### src/rtl/warp_fetch_unit_pkg.sv
// rtl/warp_fetch_unit_pkg.sv - shared types for the warp fetch unit
package warp_fetch_unit_pkg;

    // Fetch sequencer: IDLE looks for an eligible warp, WAIT holds one request open.
    typedef enum logic {
        IDLE = 1'b0,
        WAIT = 1'b1
    } fetch_state_e;

    // Instruction-buffer entry at the default geometry (64-bit instruction, 32-bit PC).
    // The top packs the same {instr, pc} layout at whatever widths it is built with.
    localparam int ENTRY_DATA_W = 64;
    localparam int ENTRY_ADDR_W = 32;

    typedef struct packed {
        logic [ENTRY_DATA_W-1:0] instr;
        logic [ENTRY_ADDR_W-1:0] pc;
    } ibuf_entry_t;

endpackage

### src/rtl/warp_fetch_unit_ibuf.sv
// rtl/warp_fetch_unit_ibuf.sv - per-warp instruction FIFO with flush
module warp_ibuf
    import warp_fetch_unit_pkg::*;
#(
    parameter int DEPTH = 2,
    parameter int W     = 96,
    localparam int CW   = $clog2(DEPTH + 1)
) (
    input  logic          clk,
    input  logic          rst,
    input  logic          push,
    input  logic          pop,
    input  logic          flush,
    input  logic [W-1:0]  din,
    output logic [CW-1:0] count,
    output logic [W-1:0]  head
);

    localparam int PW = (DEPTH > 1) ? $clog2(DEPTH) : 1;

    logic [W-1:0]  mem [DEPTH];
    logic [PW-1:0] rd_ptr;
    logic [PW-1:0] wr_ptr;
    logic          do_pop;
    logic          do_push;

    function automatic logic [PW-1:0] next_ptr(input logic [PW-1:0] p);
        return (p == PW'(DEPTH - 1)) ? '0 : p + PW'(1);
    endfunction

    // A pop of an empty buffer is dropped; a push into a full buffer only lands if a pop frees a slot.
    assign do_pop  = pop && (count != '0);
    assign do_push = push && ((count != CW'(DEPTH)) || do_pop);
    assign head    = (count != '0) ? mem[rd_ptr] : '0;

    // Pointer and occupancy tracking; flush wins over any push/pop in the same cycle.
    always_ff @(posedge clk or posedge rst) begin
        if (rst) begin
            rd_ptr <= '0;
            wr_ptr <= '0;
            count  <= '0;
        end else if (flush) begin
            rd_ptr <= '0;
            wr_ptr <= '0;
            count  <= '0;
        end else begin
            if (do_pop) begin
                rd_ptr <= next_ptr(rd_ptr);
            end
            if (do_push) begin
                wr_ptr <= next_ptr(wr_ptr);
            end
            if (do_push && !do_pop) begin
                count <= count + CW'(1);
            end else if (do_pop && !do_push) begin
                count <= count - CW'(1);
            end
        end
    end

    // Entry storage; contents are only meaningful below the occupancy count.
    always_ff @(posedge clk) begin
        if (do_push && !flush) begin
            mem[wr_ptr] <= din;
        end
    end

endmodule

### src/rtl/warp_fetch_unit.sv
// rtl/warp_fetch_unit.sv - round-robin multi-warp instruction fetch front end
module warp_fetch_unit
    import warp_fetch_unit_pkg::*;
#(
    parameter int NUM_WARPS  = 8,
    parameter int ADDR_W     = 32,
    parameter int DATA_W     = 64,
    parameter int IBUF_DEPTH = 2,
    localparam int WID_W     = $clog2(NUM_WARPS)
) (
    input  logic                 clk,
    input  logic                 rst,
    input  logic                 launch_valid,
    input  logic [WID_W-1:0]     launch_wid,
    input  logic [ADDR_W-1:0]    launch_pc,
    input  logic                 exit_valid,
    input  logic [WID_W-1:0]     exit_wid,
    input  logic                 redir_valid,
    input  logic [WID_W-1:0]     redir_wid,
    input  logic [ADDR_W-1:0]    redir_pc,
    output logic                 ic_req,
    output logic [ADDR_W-1:0]    ic_pc,
    output logic [WID_W-1:0]     ic_wid,
    input  logic                 ic_valid,
    input  logic [DATA_W-1:0]    ic_instr,
    output logic [NUM_WARPS-1:0] ibuf_nonempty,
    input  logic [WID_W-1:0]     iss_wid,
    output logic [DATA_W-1:0]    iss_instr,
    output logic [ADDR_W-1:0]    iss_pc,
    input  logic                 iss_pop
);

    localparam int CW      = $clog2(IBUF_DEPTH + 1);
    localparam int ENTRY_W = DATA_W + ADDR_W;
    localparam logic [ADDR_W-1:0] PC_STEP = ADDR_W'(DATA_W / 8);

    fetch_state_e           state;
    logic [WID_W-1:0]       rr_ptr;
    logic                   squash;

    logic                   active  [NUM_WARPS];
    logic [ADDR_W-1:0]      pc      [NUM_WARPS];
    logic [ADDR_W-1:0]      pc_next [NUM_WARPS];
    logic [CW-1:0]          count   [NUM_WARPS];
    logic [ENTRY_W-1:0]     head    [NUM_WARPS];
    logic [ENTRY_W-1:0]     iss_head;

    logic [NUM_WARPS-1:0]   exit_hit;
    logic [NUM_WARPS-1:0]   redir_hit;
    logic [NUM_WARPS-1:0]   flush;
    logic [NUM_WARPS-1:0]   push;
    logic [NUM_WARPS-1:0]   pop;
    logic [NUM_WARPS-1:0]   elig;

    logic                   push_fire;
    logic                   sel_any;
    logic [WID_W-1:0]       sel_wid;
    logic [WID_W-1:0]       cand;

    // A response is kept only if its warp was not flushed while the fetch was out or in this very cycle.
    assign push_fire = ic_req && ic_valid && !squash && !flush[ic_wid];

    for (genvar w = 0; w < NUM_WARPS; w++) begin : g_warp
        logic inflight;

        assign exit_hit[w]  = exit_valid && (exit_wid == WID_W'(w));
        assign redir_hit[w] = redir_valid && (redir_wid == WID_W'(w));
        assign flush[w]     = exit_hit[w] || redir_hit[w];
        assign push[w]      = push_fire && (ic_wid == WID_W'(w));
        assign pop[w]       = iss_pop && (iss_wid == WID_W'(w)) && !flush[w];
        assign inflight     = ic_req && (ic_wid == WID_W'(w));
        // A warp being flushed this cycle is not fetched from its stale PC.
        assign elig[w]      = active[w] && !flush[w] &&
                              (({1'b0, count[w]} + (CW + 1)'(inflight)) < (CW + 1)'(IBUF_DEPTH));
        assign ibuf_nonempty[w] = (count[w] != '0);

        // Next PC for this warp: exit freezes it, then redirect, launch, and sequential advance.
        always_comb begin
            pc_next[w] = pc[w];
            if (exit_hit[w]) begin
                pc_next[w] = pc[w];
            end else if (redir_hit[w]) begin
                pc_next[w] = redir_pc;
            end else if (launch_valid && (launch_wid == WID_W'(w)) && !active[w]) begin
                pc_next[w] = launch_pc;
            end else if (push[w]) begin
                pc_next[w] = pc[w] + PC_STEP;
            end
        end

        // Warp context: activation on launch of an idle warp, deactivation on exit.
        always_ff @(posedge clk or posedge rst) begin
            if (rst) begin
                active[w] <= 1'b0;
                pc[w]     <= '0;
            end else begin
                if (exit_hit[w]) begin
                    active[w] <= 1'b0;
                end else if (launch_valid && (launch_wid == WID_W'(w))) begin
                    active[w] <= 1'b1;
                end
                pc[w] <= pc_next[w];
            end
        end

        warp_ibuf #(
            .DEPTH (IBUF_DEPTH),
            .W     (ENTRY_W)
        ) u_ibuf (
            .clk   (clk),
            .rst   (rst),
            .push  (push[w]),
            .pop   (pop[w]),
            .flush (flush[w]),
            .din   ({ic_instr, ic_pc}),
            .count (count[w]),
            .head  (head[w])
        );
    end

    // Round-robin pick of the first eligible warp after the last grant.
    always_comb begin
        sel_any = 1'b0;
        sel_wid = rr_ptr;
        cand    = rr_ptr;
        for (int i = 1; i <= NUM_WARPS; i++) begin
            cand = WID_W'((int'(rr_ptr) + i) % NUM_WARPS);
            if (!sel_any && elig[cand]) begin
                sel_any = 1'b1;
                sel_wid = cand;
            end
        end
    end

    // Fetch sequencer; a grant in the response cycle keeps back-to-back fetches one cycle apart.
    always_ff @(posedge clk or posedge rst) begin
        if (rst) begin
            state  <= IDLE;
            rr_ptr <= WID_W'(NUM_WARPS - 1);
            squash <= 1'b0;
            ic_req <= 1'b0;
            ic_pc  <= '0;
            ic_wid <= '0;
        end else begin
            case (state)
                IDLE: begin
                    if (sel_any) begin
                        state  <= WAIT;
                        ic_req <= 1'b1;
                        ic_pc  <= pc_next[sel_wid];
                        ic_wid <= sel_wid;
                        rr_ptr <= sel_wid;
                        squash <= 1'b0;
                    end
                end
                WAIT: begin
                    if (ic_valid) begin
                        squash <= 1'b0;
                        if (sel_any) begin
                            ic_pc  <= pc_next[sel_wid];
                            ic_wid <= sel_wid;
                            rr_ptr <= sel_wid;
                        end else begin
                            state  <= IDLE;
                            ic_req <= 1'b0;
                        end
                    end else if (flush[ic_wid]) begin
                        squash <= 1'b1;
                    end
                end
                default: begin
                    state  <= IDLE;
                    ic_req <= 1'b0;
                end
            endcase
        end
    end

    assign iss_head  = head[iss_wid];
    assign iss_instr = iss_head[ENTRY_W-1:ADDR_W];
    assign iss_pc    = iss_head[ADDR_W-1:0];

endmodule
### config.mk
export PLATFORM = sky130hd
export DESIGN_NAME = warp_fetch_unit
export DESIGN_NICKNAME = d
export VERILOG_FILES = /design/src/rtl/warp_fetch_unit_pkg.sv /design/src/rtl/warp_fetch_unit_ibuf.sv /design/src/rtl/warp_fetch_unit.sv
export SDC_FILE = /design/constraint.sdc
export NUM_CORES = 2
export LEC_CHECK = 0
export ABC_CLOCK_PERIOD_IN_PS = 32299
export CAP_MARGIN = 0
export CELL_PAD_IN_SITES_DETAIL_PLACEMENT = 1
export CELL_PAD_IN_SITES_GLOBAL_PLACEMENT = 2
export CORE_MARGIN = 2
export CORE_UTILIZATION = 47
export CTS_CLUSTER_SIZE = 30
export DETAILED_ROUTE_END_ITERATION = 8
export GPL_TIMING_DRIVEN = 0
export PLACE_DENSITY = 0.95
export SKIP_LAST_GASP = 1
export SLEW_MARGIN = 20
export SYNTH_ARGS = -nofsm -noshare
export SYNTH_HDL_FRONTEND = slang
export SYNTH_SLANG_ARGS = --single-unit
### constraint.sdc
create_clock -name clk -period 32.3 [get_ports clk]
set_clock_uncertainty 0.15 [all_clocks]
set_input_delay 3.23 -clock clk [delete_from_list [all_inputs] [get_ports clk]]
set_output_delay 3.23 -clock clk [all_outputs]
set_load 0.02 [all_outputs]
==> results by group <==
Logic synthesis
  • Avg Synthesized Cell Area: 13.2 µm²
  • Ys flop type: edfxtp_1
  • Distinct cell type count after synthesis: 95
  • Post-synth EDFFs: 1536
  • Synthesis Warnings: 0
  • Synth Net Count: 6485
  • Synth async-reset ratio: 0.180
  • Post-synthesis cell count: 6319
  • Synthesized flop and latch total: 1873
  • Register area share after synthesis: 0.653
  • Cell Area, Synth: 0.0835 mm²

Flow run
  • Max Cap Viol: 0

Global route
  • Total gr overflow: 0
  • Pin count of the biggest net entering global routing: 92
  • Global-route wire length before repair: 515000 µm
  • Total GRT Usage: 0.406
  • Antenna violations before repair: 28
  • Vias in the first global route: 65700

Critical path
  • Critical Path Sink Type: output pin
  • CP Buf/Inv Count: 4
  • Crit Path Category: in -> out
  • Crit-path leading delay family: buffers and inverters
  • Arr. time, crit path: 8.23 ns
  • Worst path required time: 28.92 ns
  • CP dominant cell by count: clkdlybuf4s50_1
  • Critical-path cell list: clkdlybuf4s50_1 > nor2_1 > nand2_1 > clkbuf_1 > buf_1 > o22ai_1 > nor3_1 > a21oi_1 > clkdlybuf4s50_1
  • Worst Path Max Fanout: 10
  • CP max stage delay: 0.90 ns
  • Type of origin of the critical path: input pin
  • CP max-delay cell: clkbuf_1

Clock network
  • H-tree depth: 4
  • Hold_buf cts: 0
  • CTS Buffer Depth: 3
  • CTS Root Cell: clkbuf_16
  • Reg clk slew, reported paths: 0.06 ns
  • Sink Count: 1873
  • TritonCTS Buffers: 189
  • CTS tree: built
  • CTS resizes: 0
  • Number of setup buffers added after CTS: 0
  • Later-pin clock latency in the skew report: 0.88 ns

Floorplan
  • Die area: 0.181 mm²
  • Num rows: 154
  • # IOs: 287
  • Area of the core: 0.176 mm²
  • Die X: 426 µm
  • Starting Density: 0.474
  • Die Ht: 426 µm

Layout
  • Synth-to-layout area growth: 16.3%
  • Commonest non-fill, non-tap cell in the layout: edfxtp_1
  • Most frequent cells in the layout: edfxtp_1 (1536), mux2i_1 (814), nor2_1 (473)
  • Layout cells sized above 1: 0.0823
  • Fin cells: 9338
  • Final Instance Area: 0.0971 mm²
  • Final net count: 6985

Timing
  • Setup TNS: 0 ns
  • Tightest Pin Transition: 1.33 ns
  • Max-slew violation count: 0
  • Final setup violating endpoints: 0
  • Hold_ws: 0.399 ns
  • Worst slew margin: 0.111
  • Final Critical Period: 11.61 ns
  • Final Cycle Share: 0.359
  • Final Hold Viols: 0
  • RSZ-0062 raised after global routing: no
  • Max Clk Rate: 0.0861 GHz

Power and ir drop
  • Pwr/cell area: 92.2 mW/mm²
  • P_leak: 31.2 nW
  • Pwr Total: 8.95 mW
  • Max VDD drop: 0.000101 V

Placement
  • GPL Wtd Cong: 1.01
  • # port buffers: 238
  • Placed cell count: 8968
  • Final HPWL DP: 241000 µm
  • Placed instance area: 0.0906 mm²

Routing
  • Total wire length: 375000 µm
  • Routed WL per cell: 40.1 µm
  • 1st-iter DRT viols: 9624
  • Pre-Repair DR Iteration Count: 6
  • DRC: 0
  • Total vias in the final route: 65100
  • Antenna Nets Post-Route: 0
  • Via density per instance: 6.97

Run status
  • Outcome: completed

Worst hold path
  • Hold WC Path Type: reg -> reg
[cell type report]
class,instances,area (µm²)
buffer,457,1910
fill,17200,79200
sequential,1873,54600
inverter,52,203
timing repair buffer,309,3960
antenna,21,52.6
multi-input combinational,3937,27100
tap,2340,2930
clock inverter,105,1270
clock buffer,244,5150
[layer usage]
| layer | track usage | share of wire |
|---|---|---|
| met5 | 0 | 0.00040 |
| met4 | 0.303 | 0.088 |
| met3 | 0.0871 | 0.11 |
| met2 | 0.632 | 0.45 |
| met1 | 0.498 | 0.35 |
[logic make-up (layout without fill, tap and decap cells)]
kind of cell,Yosys count,after routing,share of synthesized area
xor+xnor,213,213,0.0223
fa+ha+maj,19,19,0.00285
other cells,0,21,0
mux,883,883,0.114
flops,1873,1873,0.653
simple gates,1376,1376,0.0780
compound gates,1446,1446,0.106
buf+inv,509,1167,0.0246
[cells in the mapped netlist (89+ instances only)]
master | count | area, µm²
nand2_1 | 330 | 1240
edfxtp_1 | 1536 | 46100
clkbuf_1 | 329 | 1230
dfrtp_1 | 334 | 8360
nor2_1 | 474 | 1780
a211oi_1 | 122 | 916
nand3_1 | 107 | 536
o21ai_0 | 230 | 1150
xnor2_1 | 89 | 780
o22ai_1 | 417 | 2610
a21oi_1 | 444 | 2220
mux2i_1 | 814 | 8150
xor2_1 | 124 | 1090
nor3_1 | 150 | 751
[state kept, by name, summed over array words and instances, names as in the netlist, 3 cells and up]
| name | cells |
|---|---|
| g_warp.u_ibuf.mem | 1536 |
| ic_pc | 32 |
| rr_ptr | 3 |
| g_warp.u_ibuf.wr_ptr | 8 |
| ic_wid | 3 |
| g_warp.u_ibuf.count | 16 |
| g_warp.u_ibuf.rd_ptr | 8 |
| active | 8 |
| pc | 256 |
[report_power, final]
group | switching, mW | internal [mW] | total, mW
Sequential | 0.263 | 2.84 | 3.11
Combinational | 2.32 | 1.15 | 3.47
Clock | 1.07 | 1.30 | 2.37
Total | 3.65 | 5.30 | 8.95
[worst paths after layout]
path,slack (ns),startpoint,endpoint,cells after the start
worst min-delay path,0.40,active[6],active[6],2
worst max-delay path,20.69,iss_wid[1],iss_pc[15],9
min in group asynchronous,2.69,rst,pc[202],2
worst min register to register,0.40,active[6],active[6],2
worst max register to register,24.87,rr_ptr[1],ic_pc[21],18
max in group asynchronous,27.75,rst,g_warp[3].u_ibuf.count[0],4
[worst register-to-register path, delay by kind of cell, from the launching register on]
kind	cells	cell delay (ns)
flip-flops	1	0.55
adder cells (fa/ha/maj)	1	0.48
multiplexers	2	0.92
buffers and inverters	8	2.88
AND/OR/NAND/NOR	4	0.75
AO/OA/AOI/OAI	3	1.58
[through the flow]
stage,util,setup WS (ns)
floorplan,-,19.59
global placement,0.504,13.74
CTS,0.550,20.91
finish,0.551,20.69
global route,0.551,20.83
detailed placement,0.514,21.12
No activity file was read; power rests on OpenSTA's default activity.
